==> src/rtl/vga_timing_recovery.sv <==
`default_nettype none
// +--------------------------------------------------------------------------+
// | vga_timing_recovery                                                      |
// | Measures an incoming VGA sync stream, locks onto it, regenerates x/y.    |
// | Revision: 1.0                                                            |
// +--------------------------------------------------------------------------+
module vga_timing_recovery #(
  parameter int unsigned LOCK_FRAMES       = 2,
  parameter bit          HSYNC_ACTIVE_HIGH = 1'b1,
  parameter bit          VSYNC_ACTIVE_HIGH = 1'b1
) (
  input  logic        clk,
  input  logic        rst,
  input  logic        pix_en,
  input  logic        hsync_in,
  input  logic        vsync_in,
  input  logic        de_in,
  output logic [9:0]  x_coord,
  output logic [9:0]  y_coord,
  output logic        pixel_valid,
  output logic        frame_start,
  output logic        locked,
  output logic [10:0] h_total,
  output logic [9:0]  v_total,
  output logic        err
);

  typedef enum logic [1:0] {
    SEARCH  = 2'd0,
    ACQUIRE = 2'd1,
    VERIFY  = 2'd2,
    LOCKED  = 2'd3
  } state_t;

  state_t      r_state;
  logic        r_hs_prev, r_vs_prev, r_de_prev;
  logic [10:0] r_h_cnt;
  logic        r_hp_valid;
  logic [10:0] r_line_ref;
  logic        r_mism;
  logic [9:0]  r_v_cnt;
  logic        r_ovf;
  logic [10:0] r_cand_h;
  logic [9:0]  r_cand_v;
  logic [3:0]  r_good;
  logic        r_first_line;

  logic        w_hs_act, w_vs_act, w_hs_rise, w_vs_rise, w_de_rise;
  logic [10:0] w_period;
  logic        w_p_valid, w_timeout, w_frame_ok, w_pair_eq_cand, w_pair_eq_tot;
  logic [3:0]  w_good_inc;
  logic        w_lock_hit, w_stay_locked, w_hs_err, w_first_eff;

  assign w_hs_act       = HSYNC_ACTIVE_HIGH ? hsync_in : ~hsync_in;
  assign w_vs_act       = VSYNC_ACTIVE_HIGH ? vsync_in : ~vsync_in;
  assign w_hs_rise      = pix_en & w_hs_act & ~r_hs_prev;
  assign w_vs_rise      = pix_en & w_vs_act & ~r_vs_prev;
  assign w_de_rise      = de_in & ~r_de_prev;
  assign w_period       = r_h_cnt + 11'd1;
  assign w_p_valid      = w_hs_rise & r_hp_valid;
  assign w_timeout      = pix_en & ~w_hs_rise & (r_h_cnt == 11'h7FF);
  assign w_frame_ok     = ~r_mism & (r_line_ref != 11'd0) & (r_v_cnt != 10'd0) & ~r_ovf;
  assign w_pair_eq_cand = (r_line_ref == r_cand_h) & (r_v_cnt == r_cand_v);
  assign w_pair_eq_tot  = (r_line_ref == h_total) & (r_v_cnt == v_total);
  assign w_good_inc     = r_good + 4'd1;
  assign w_lock_hit     = (w_good_inc >= 4'(LOCK_FRAMES));
  // A line-period check only applies if the frame check on this same sample kept lock
  assign w_stay_locked  = (r_state == LOCKED) & (~w_vs_rise | (w_frame_ok & w_pair_eq_tot));
  assign w_hs_err       = w_stay_locked & w_p_valid & (w_period != h_total);
  assign w_first_eff    = r_first_line | w_vs_rise;

  always_ff @(posedge clk) begin
    if (rst) begin
      r_state      <= SEARCH;
      r_hs_prev    <= 1'b1;
      r_vs_prev    <= 1'b1;
      r_de_prev    <= 1'b0;
      r_h_cnt      <= 11'd0;
      r_hp_valid   <= 1'b0;
      r_line_ref   <= 11'd0;
      r_mism       <= 1'b0;
      r_v_cnt      <= 10'd0;
      r_ovf        <= 1'b0;
      r_cand_h     <= 11'd0;
      r_cand_v     <= 10'd0;
      r_good       <= 4'd0;
      r_first_line <= 1'b0;
      x_coord      <= 10'd0;
      y_coord      <= 10'd0;
      pixel_valid  <= 1'b0;
      frame_start  <= 1'b0;
      locked       <= 1'b0;
      h_total      <= 11'd0;
      v_total      <= 10'd0;
      err          <= 1'b0;
    end else begin
      frame_start <= 1'b0;
      err         <= 1'b0;
      if (pix_en) begin
        r_hs_prev   <= w_hs_act;
        r_vs_prev   <= w_vs_act;
        r_de_prev   <= de_in;
        frame_start <= w_vs_rise;
        pixel_valid <= locked & de_in;

        // Coordinate regeneration runs regardless of lock state
        if (w_vs_rise) r_first_line <= 1'b1;
        if (de_in) begin
          if (w_de_rise) begin
            x_coord <= 10'd0;
            if (w_first_eff) begin
              y_coord      <= 10'd0;
              r_first_line <= 1'b0;
            end else begin
              y_coord <= y_coord + 10'd1;
            end
          end else if (x_coord != 10'h3FF) begin
            x_coord <= x_coord + 10'd1;
          end
        end

        if (w_timeout) begin
          r_state    <= SEARCH;
          locked     <= 1'b0;
          err        <= locked;
          r_hp_valid <= 1'b0;
          r_line_ref <= 11'd0;
          r_mism     <= 1'b0;
          r_v_cnt    <= 10'd0;
          r_ovf      <= 1'b0;
          r_cand_h   <= 11'd0;
          r_cand_v   <= 10'd0;
          r_good     <= 4'd0;
        end else begin
          r_h_cnt <= w_hs_rise ? 11'd0 : r_h_cnt + 11'd1;
          if (w_hs_rise) r_hp_valid <= 1'b1;

          // The frame closes first; a coincident hsync edge is line 1 of the next frame
          if (w_vs_rise) begin
            r_mism     <= 1'b0;
            r_ovf      <= 1'b0;
            r_v_cnt    <= w_hs_rise ? 10'd1 : 10'd0;
            r_line_ref <= w_p_valid ? w_period : 11'd0;
          end else if (w_hs_rise) begin
            if (r_v_cnt == 10'h3FF) r_ovf <= 1'b1;
            else                    r_v_cnt <= r_v_cnt + 10'd1;
            if (w_p_valid) begin
              if (r_line_ref == 11'd0)        r_line_ref <= w_period;
              else if (w_period != r_line_ref) r_mism     <= 1'b1;
            end
          end

          if (w_vs_rise) begin
            case (r_state)
              SEARCH: r_state <= ACQUIRE;
              ACQUIRE: begin
                if (w_frame_ok) begin
                  r_cand_h <= r_line_ref;
                  r_cand_v <= r_v_cnt;
                  r_good   <= 4'd1;
                  if (LOCK_FRAMES == 1) begin
                    r_state <= LOCKED;
                    locked  <= 1'b1;
                    h_total <= r_line_ref;
                    v_total <= r_v_cnt;
                  end else begin
                    r_state <= VERIFY;
                  end
                end
              end
              VERIFY: begin
                if (!w_frame_ok) begin
                  r_state <= ACQUIRE;
                end else if (w_pair_eq_cand) begin
                  r_good <= w_good_inc;
                  if (w_lock_hit) begin
                    r_state <= LOCKED;
                    locked  <= 1'b1;
                    h_total <= r_line_ref;
                    v_total <= r_v_cnt;
                  end
                end else begin
                  r_cand_h <= r_line_ref;
                  r_cand_v <= r_v_cnt;
                  r_good   <= 4'd1;
                end
              end
              LOCKED: begin
                if (!(w_frame_ok && w_pair_eq_tot)) begin
                  err    <= 1'b1;
                  locked <= 1'b0;
                  if (w_frame_ok) begin
                    r_state  <= VERIFY;
                    r_cand_h <= r_line_ref;
                    r_cand_v <= r_v_cnt;
                    r_good   <= 4'd1;
                  end else begin
                    r_state <= ACQUIRE;
                  end
                end
              end
              default: r_state <= SEARCH;
            endcase
          end

          if (w_hs_err) begin
            err     <= 1'b1;
            locked  <= 1'b0;
            r_state <= ACQUIRE;
          end
        end
      end
    end
  end

endmodule
`default_nettype wire
==> config.mk <==
export PLATFORM = sky130hd
export DESIGN_NAME = vga_timing_recovery
export DESIGN_NICKNAME = d
export VERILOG_FILES = /design/src/rtl/vga_timing_recovery.sv
export SDC_FILE = /design/constraint.sdc
export NUM_CORES = 1
export LEC_CHECK = 0
export ABC_CLOCK_PERIOD_IN_PS = 5400
export CAP_MARGIN = 30
export CELL_PAD_IN_SITES_DETAIL_PLACEMENT = 0
export CELL_PAD_IN_SITES_GLOBAL_PLACEMENT = 1
export CORE_MARGIN = 2
export CORE_UTILIZATION = 40
export CTS_CLUSTER_SIZE = 14
export DETAILED_ROUTE_END_ITERATION = 10
export PLACE_DENSITY = 0.75
export SLEW_MARGIN = 20
export SYNTH_ARGS = -nofsm -noshare
export SYNTH_HDL_FRONTEND = slang
export SYNTH_SLANG_ARGS = --single-unit
==> constraint.sdc <==
create_clock -name clk -period 5.4 [get_ports clk]
set_input_delay 0.81 -clock clk [delete_from_list [all_inputs] [get_ports clk]]
set_output_delay 0.81 -clock clk [all_outputs]
set_load 0.01 [all_outputs]
# Word-level counts from Yosys, hierarchy flattened
# Cells that the tools add are included.
dict set report op_classes {
  addsub 5
  n_lt_le_gt_ge 1
  n_eq_ne 24
  muxes 75
  bitwise_logic 29
  reduce_logical 30
}
# op count
set op_table {}
lappend op_table {{$mux W11} 13}
lappend op_table {{$mux W10} 13}
lappend op_table {{$pmux W11 S3} 1}
lappend op_table {{$add A10 B1 Y10 const B} 3}
lappend op_table {{$pmux W10 S3} 1}
lappend op_table {{$mux W1} 29}
lappend op_table {{$mux W4} 6}
lappend op_table {{$eq A11 B11 Y1} 2}
lappend op_table {{$ne A11 B11 Y1} 2}
lappend op_table {{$eq A10 B10 Y1} 2}
lappend op_table {{$ne A4 B4 Y1 const B} 5}
lappend op_table {{$and A1 B1 Y1} 18}
lappend op_table {{$mux W2} 9}
lappend op_table {{$reduce_bool A3 Y1} 6}
lappend op_table {{$ne A3 B3 Y1 const B} 5}
lappend op_table {{$reduce_and A7 Y1} 2}
lappend op_table {{$pmux W4 S3} 1}
lappend op_table {{$reduce_and A3 Y1} 4}
lappend op_table {{$reduce_and A6 Y1} 2}
lappend op_table {{$add A11 B1 Y11 const B} 1}
lappend op_table {{$eq A11 B11 Y1 const B} 1}
lappend op_table {{$logic_not A11 Y1} 1}
lappend op_table {{$reduce_bool A11 Y1} 1}
lappend op_table {{$eq A10 B10 Y1 const B} 1}
lappend op_table {{19 further kinds} 35}
dict set report totals {
  register_bits 111
  input_bits 6
  output_inout_bits 45
}

# Logic depth before layout (Yosys ltp)
dict set report depth {
  depth_word 11
  depth_mapped 11
  mapped_depth_nobuf 9
}

# Worst setup path before layout
# OpenSTA, ideal clock, no wires.
dict set report synth_timing {
  kind {register to register}
  from {reg r_v_cnt[1]}
  to {reg locked}
  setup_ns 0.123
  arrival_ns 2.455
  required_time_ns 5.277
  slack_ns 2.822
  path_stages_with_launch 11
  path_buffers 1
  path_cell_list {dfxtp_1 > clkbuf_1 > inv_1 > ha_1 > nand3b_1 > o311ai_4 > nor4_2 > o2111ai_1 > a21oi_1 > o21ai_0 > mux2_1}
}
dict set report synth_via {
  elab_chain_cells 10
  word_cells_on_any_way 22
  classes_between {6 x eq/ne; 2 x mux; 9 x bitwise; 5 x reduce/logical}
}
# item line
set synth_rtl {}
lappend synth_rtl {{from (decl)} 41} ;# logic [9:0] r_v_cnt;
lappend synth_rtl {{from (signal assigned)} 142} ;# r_v_cnt <= w_hs_rise ? 10'd1 : 10'd0;
lappend synth_rtl {{from (signal assigned)} 146} ;# else r_v_cnt <= r_v_cnt + 10'd1;
lappend synth_rtl {{$reduce_bool A10 Y1} 62} ;# assign w_frame_ok = ~r_mism & (r_line_ref != 11'd0) & (r_v_cnt != 10'd0) & ~r_ovf;
lappend synth_rtl {{$and A1 B1 Y1 (2 in a row)} 62}
lappend synth_rtl {{$and A1 B1 Y1} 68} ;# assign w_stay_locked = (r_state == LOCKED) & (~w_vs_rise | (w_frame_ok & w_pair_eq_tot));
lappend synth_rtl {{$or A1 B1 Y1} 68}
lappend synth_rtl {{$and A1 B1 Y1} 68}
lappend synth_rtl {{$and A1 B1 Y1 (2 in a row)} 69} ;# assign w_hs_err = w_stay_locked & w_p_valid & (w_period != h_total);
lappend synth_rtl {{$ne A4 B4 Y1 (no line) (tied with other cells)} n/a}
lappend synth_rtl {{$reduce_and A7 Y1 (no line) or $mux W1 (tied branches)} n/a}
lappend synth_rtl {{to (signal assigned)} 92} ;# locked <= 1'b0;
lappend synth_rtl {{to (signal assigned)} 124} ;# locked <= 1'b0;
lappend synth_rtl {{to (signal assigned)} 163} ;# locked <= 1'b1;
lappend synth_rtl {{to (decl)} 22} ;# output logic locked,
# Parallel ways exist; a longest one is shown, timed or not.
# A chain may end at the register's enable or synchronous reset.

# Worst setup path after layout
dict set report layout_timing {
  from {reg r_h_cnt[0]}
  to {reg r_v_cnt[9]}
}
dict set report layout_via {
  elab_chain_cells 4
  word_cells_on_any_way 6
  classes_between {2 x eq/ne; 1 x mux; 1 x bitwise; 2 x reduce/logical}
}
# item line
set layout_rtl {}
lappend layout_rtl {{from (decl)} 37} ;# logic [10:0] r_h_cnt;
lappend layout_rtl {{from (signal assigned)} 135} ;# r_h_cnt <= w_hs_rise ? 11'd0 : r_h_cnt + 11'd1;
lappend layout_rtl {{$eq A11 B11 Y1 (*)} 61} ;# assign w_timeout = pix_en & ~w_hs_rise & (r_h_cnt == 11'h7FF);
lappend layout_rtl {{$and A1 B1 Y1 (*)} 61}
lappend layout_rtl {{$ne A3 B3 Y1 (no line) or $reduce_bool A3 Y1 (tied branches)} n/a}
lappend layout_rtl {{$reduce_and A3 Y1 (no line)} n/a}
# Mark *: on every way between the ends. The rest lies on a longest branch, timed or not.

==> metrics <==
fin crit share=63.6%; min-delay src=r_ovf; Resize count post-CTS=0; Crit path buffers/inverters=0; Ys Warns=0; pin slew with the least headroom to its limit=0.758 ns; max-cap viol count=0; Top cell by count, worst path=nand4_1; initial cell density of the core=between 40% and 50%; # rows=between 40 and 50; Synth Instances=679; Pwr Density=236 mW/mm^2; root buf cell=clkbuf_16; total congestion overflow=0; CTS Buffer Depth=2; hold depth=2; Syn-to-layout area delta=14.4%; CP max FO=14; Setup Viol. Count Final=0; filler cell count=1,393; Hold Crit Class=flop to flop; CP Capture Type=flop; Detailed Route WL=between 10,000 and 15,000 microns; multi-input combinational cell area=0.00332 sq mm; required time worst endpoint=~5.7 ns; dpl hpwl=9870 microns; Die X=about 120 microns; gr usage total=18.2%; clk slew on worst S/H paths=0.08 ns; htree depth=3; status=complete, no violations; Worst Slack Setup Final=1.96 ns; Max Slew Vio Count=0; Post-synth EDFFs=0; Pre-antenna DRT Iters=5; Final GP Congestion=0.755; clock skew=0.00749 ns; Total Die Area=around 0.016 sq mm; initial antenna violation count=0; Final nets=715; Crit Path Class=flop to flop; TritonCTS Sinks=111; WP data arrival=3.72 ns; TritonCTS Buffers=9; final worst path period need=3.44 ns; setup TNS=0 ns; IO buf count=50; Fmax achieved=0.291 GHz; I/O pin cnt=a little over 50; CP max stage delay=0.58 ns; post-synth cell types=59; Place WS=between 1.5 and 2 ns; 1st-iter DRT viols=between 300 and 400; Routed met2 length=6410 microns; Clock Latency Late Sink=0.36 ns; top routing layer in use=met4; worst hold slack=approximately 0.48 ns; Hold EP=r_ovf; antenna-violating nets left=0; Reg2Reg Depth=8; placed cell count=about 870; LEAKAGE=0.00263 uW; CP top delay family=simple AND/OR/NAND/NOR gates; Post-Syn Area=around 0.0058 sq mm; Via-to-Cell Ratio=5.45; Synth Area per Inst=8.57 sq um; asr flop ratio synth=0%; ANT cells=0; Slew HR=49.0%; reg-to-reg slack, setup=1.96 ns; Post-CTS Setup Repair Bufs=0; global-route wire length before repair=23,100 microns; Synth Net Count=697; per-cell routed wire length=15.6 microns; DRC viols=0; R2R Path Start=r_h_cnt[0]; Seq cells post-synth=111; Peak VDD IR=0.146 mV; Final Non-Filler Cells=around 890; largest net degree at the start of global routing=58; CTS tree=built; vias in the first global route=4,517; r2r endpoint=r_v_cnt[9]; Reg area=0.00222 sq mm; cells along the critical path=ha_1, nand2_1, nor3_1, nand4_1, o211ai_1, nand4_1, or3_1, a21oi_1; final hold violations=0; Seq/Total Area, Yosys=38.2%; RSZ-0062 raised after global routing=false; core box area=approximately 0.014 sq mm; routed vias=4,828; Util after Layout=46.3%; ys flop type=dfxtp_1; Die Ht=125 microns; cts hold-fix bufs=0; share of post-route cells with drive strength above 1=4.99%; met3 wire length=596 microns; CP Launch Type=flop; CP max-delay cell=nand4_1; met1 WL=6620 microns
==> layout by cell type, fill, tap and decap left out, types with 3 or more instances in the layout <==
| cell | count |
|---|---|
| dfxtp_1 | 111 |
| nor2_1 | 110 |
| xor2_1 | 54 |
| clkdlybuf4s50_1 | 49 |
| mux2i_1 | 45 |
| a21oi_1 | 44 |
| xnor2_1 | 36 |
| nand2_1 | 27 |
| nor3_1 | 24 |
| o21ai_0 | 24 |
| nand3_1 | 20 |
| inv_1 | 14 |
| nand4_1 | 14 |
| or3_1 | 13 |
| ha_1 | 12 |
| nor4_1 | 10 |
| clkbuf_16 | 9 |
| nand3b_1 | 8 |
| and4_1 | 5 |
| inv_6 | 5 |
| nand2b_1 | 3 |
| o22ai_1 | 3 |
| o311a_1 | 3 |
| nor3b_1 | 3 |
| o31ai_1 | 3 |
| a21o_1 | 3 |
| a31oi_1 | 3 |
| and3_1 | 3 |
| buf_4 | 3 |
==> worst max-delay path by stage <==
| stage | start | end | slack, ns | depth (start not counted) |
|---|---|---|---|---|
| 2_1_floorplan | r_v_cnt[1] | locked | 2.82 | 10 |
| 3_3_place_gp | pix_en | r_v_cnt[7] | 1.81 | 9 |
| 3_5_place_dp | pix_en | r_v_cnt[9] | 1.74 | 8 |
| 4_1_cts | r_h_cnt[0] | r_state[0] | 1.87 | 7 |
| 5_1_grt | r_h_cnt[0] | r_v_cnt[9] | 1.49 | 8 |
| 6_report | r_h_cnt[0] | r_v_cnt[9] | 1.96 | 8 |
==> worst reg2reg max path, stage by stage, from the launching register on <==
cell and delay, ns:
dfxtp_1 0.51, ha_1 0.31, nand2_1 0.12, nor3_1 0.54, nand4_1 0.58, o211ai_1 0.47
nand4_1 0.31, or3_1 0.38, a21oi_1 0.14
==> kinds of logic after synthesis <==
kind of cell	Yosys count	synth area share [%]
and+or+nand+nor	253	21.3
DFF	111	38.2
AOI/OAI and AO/OA	103	11.3
xor gates and xnor gates	90	13.5
buffers and inverters	63	5.01
muxes	47	8.13
adders and majority gates	12	2.58
==> synthesized netlist by cell type, types with 5 or more instances <==
cell type,count,area [sq um]
nor4_1,10,62.6
a21oi_1,44,220
nand3_1,20,100
nand2_1,27,101
o21ai_0,24,120
nor3_1,25,125
xor2_1,54,473
clkbuf_1,22,82.6
dfxtp_1,111,2220
or3_1,13,81.3
nand4_1,14,87.6
inv_1,14,52.6
xnor2_1,36,315
ha_1,12,150
nor2_1,110,413
mux2i_1,45,450
and4_1,5,43.8
nand3b_1,8,60.1
buf_2,20,100
==> stage by stage <==
step                total power [uW]  cell area [sq um]
floorplan                        896               5820
global placement                 917               6350
detailed placement               918               6350
CTS                             1590               6640
global route                    1640               6660
finish                          1570               6660
==> final cells by class <==
| type | count | area share [%] |
|---|---|---|
| Tap cell | 184 | 3.46 |
| Inverter | 15 | 0.846 |
| Clock buffer | 9 | 3.38 |
| Sequential cell | 111 | 33.4 |
| Clock inverter | 7 | 0.996 |
| Multi-Input combinational cell | 505 | 49.9 |
| Timing Repair Buffer | 55 | 8.08 |
==> layer usage <==
metal / vias up / global-route usage, %
li1: 2381 / -
met1: 2304 / 24.1
met2: 128 / 29.8
met3: 15 / 3.18
met4: 0 / 6.94
met5: - / 0
==> registers in the layout (all words and copies together) (netlist names), 2 cells and up <==
| name | count |
|---|---|
| h_total | 11 |
| r_cand_h | 11 |
| r_cand_v | 10 |
| r_good | 4 |
| r_h_cnt | 11 |
| r_line_ref | 11 |
| r_state | 2 |
| r_v_cnt | 10 |
| v_total | 10 |
| x_coord | 10 |
| y_coord | 10 |
==> power by group <==
| part | internal [uW] | total [uW] | switching [uW] |
|---|---|---|---|
| combinational | 24.2 | 70.0 | 45.9 |
| sequential | 823 | 830 | 7.67 |
| clock | 329 | 673 | 345 |
Note: power is estimated with default switching activity, not from simulation.
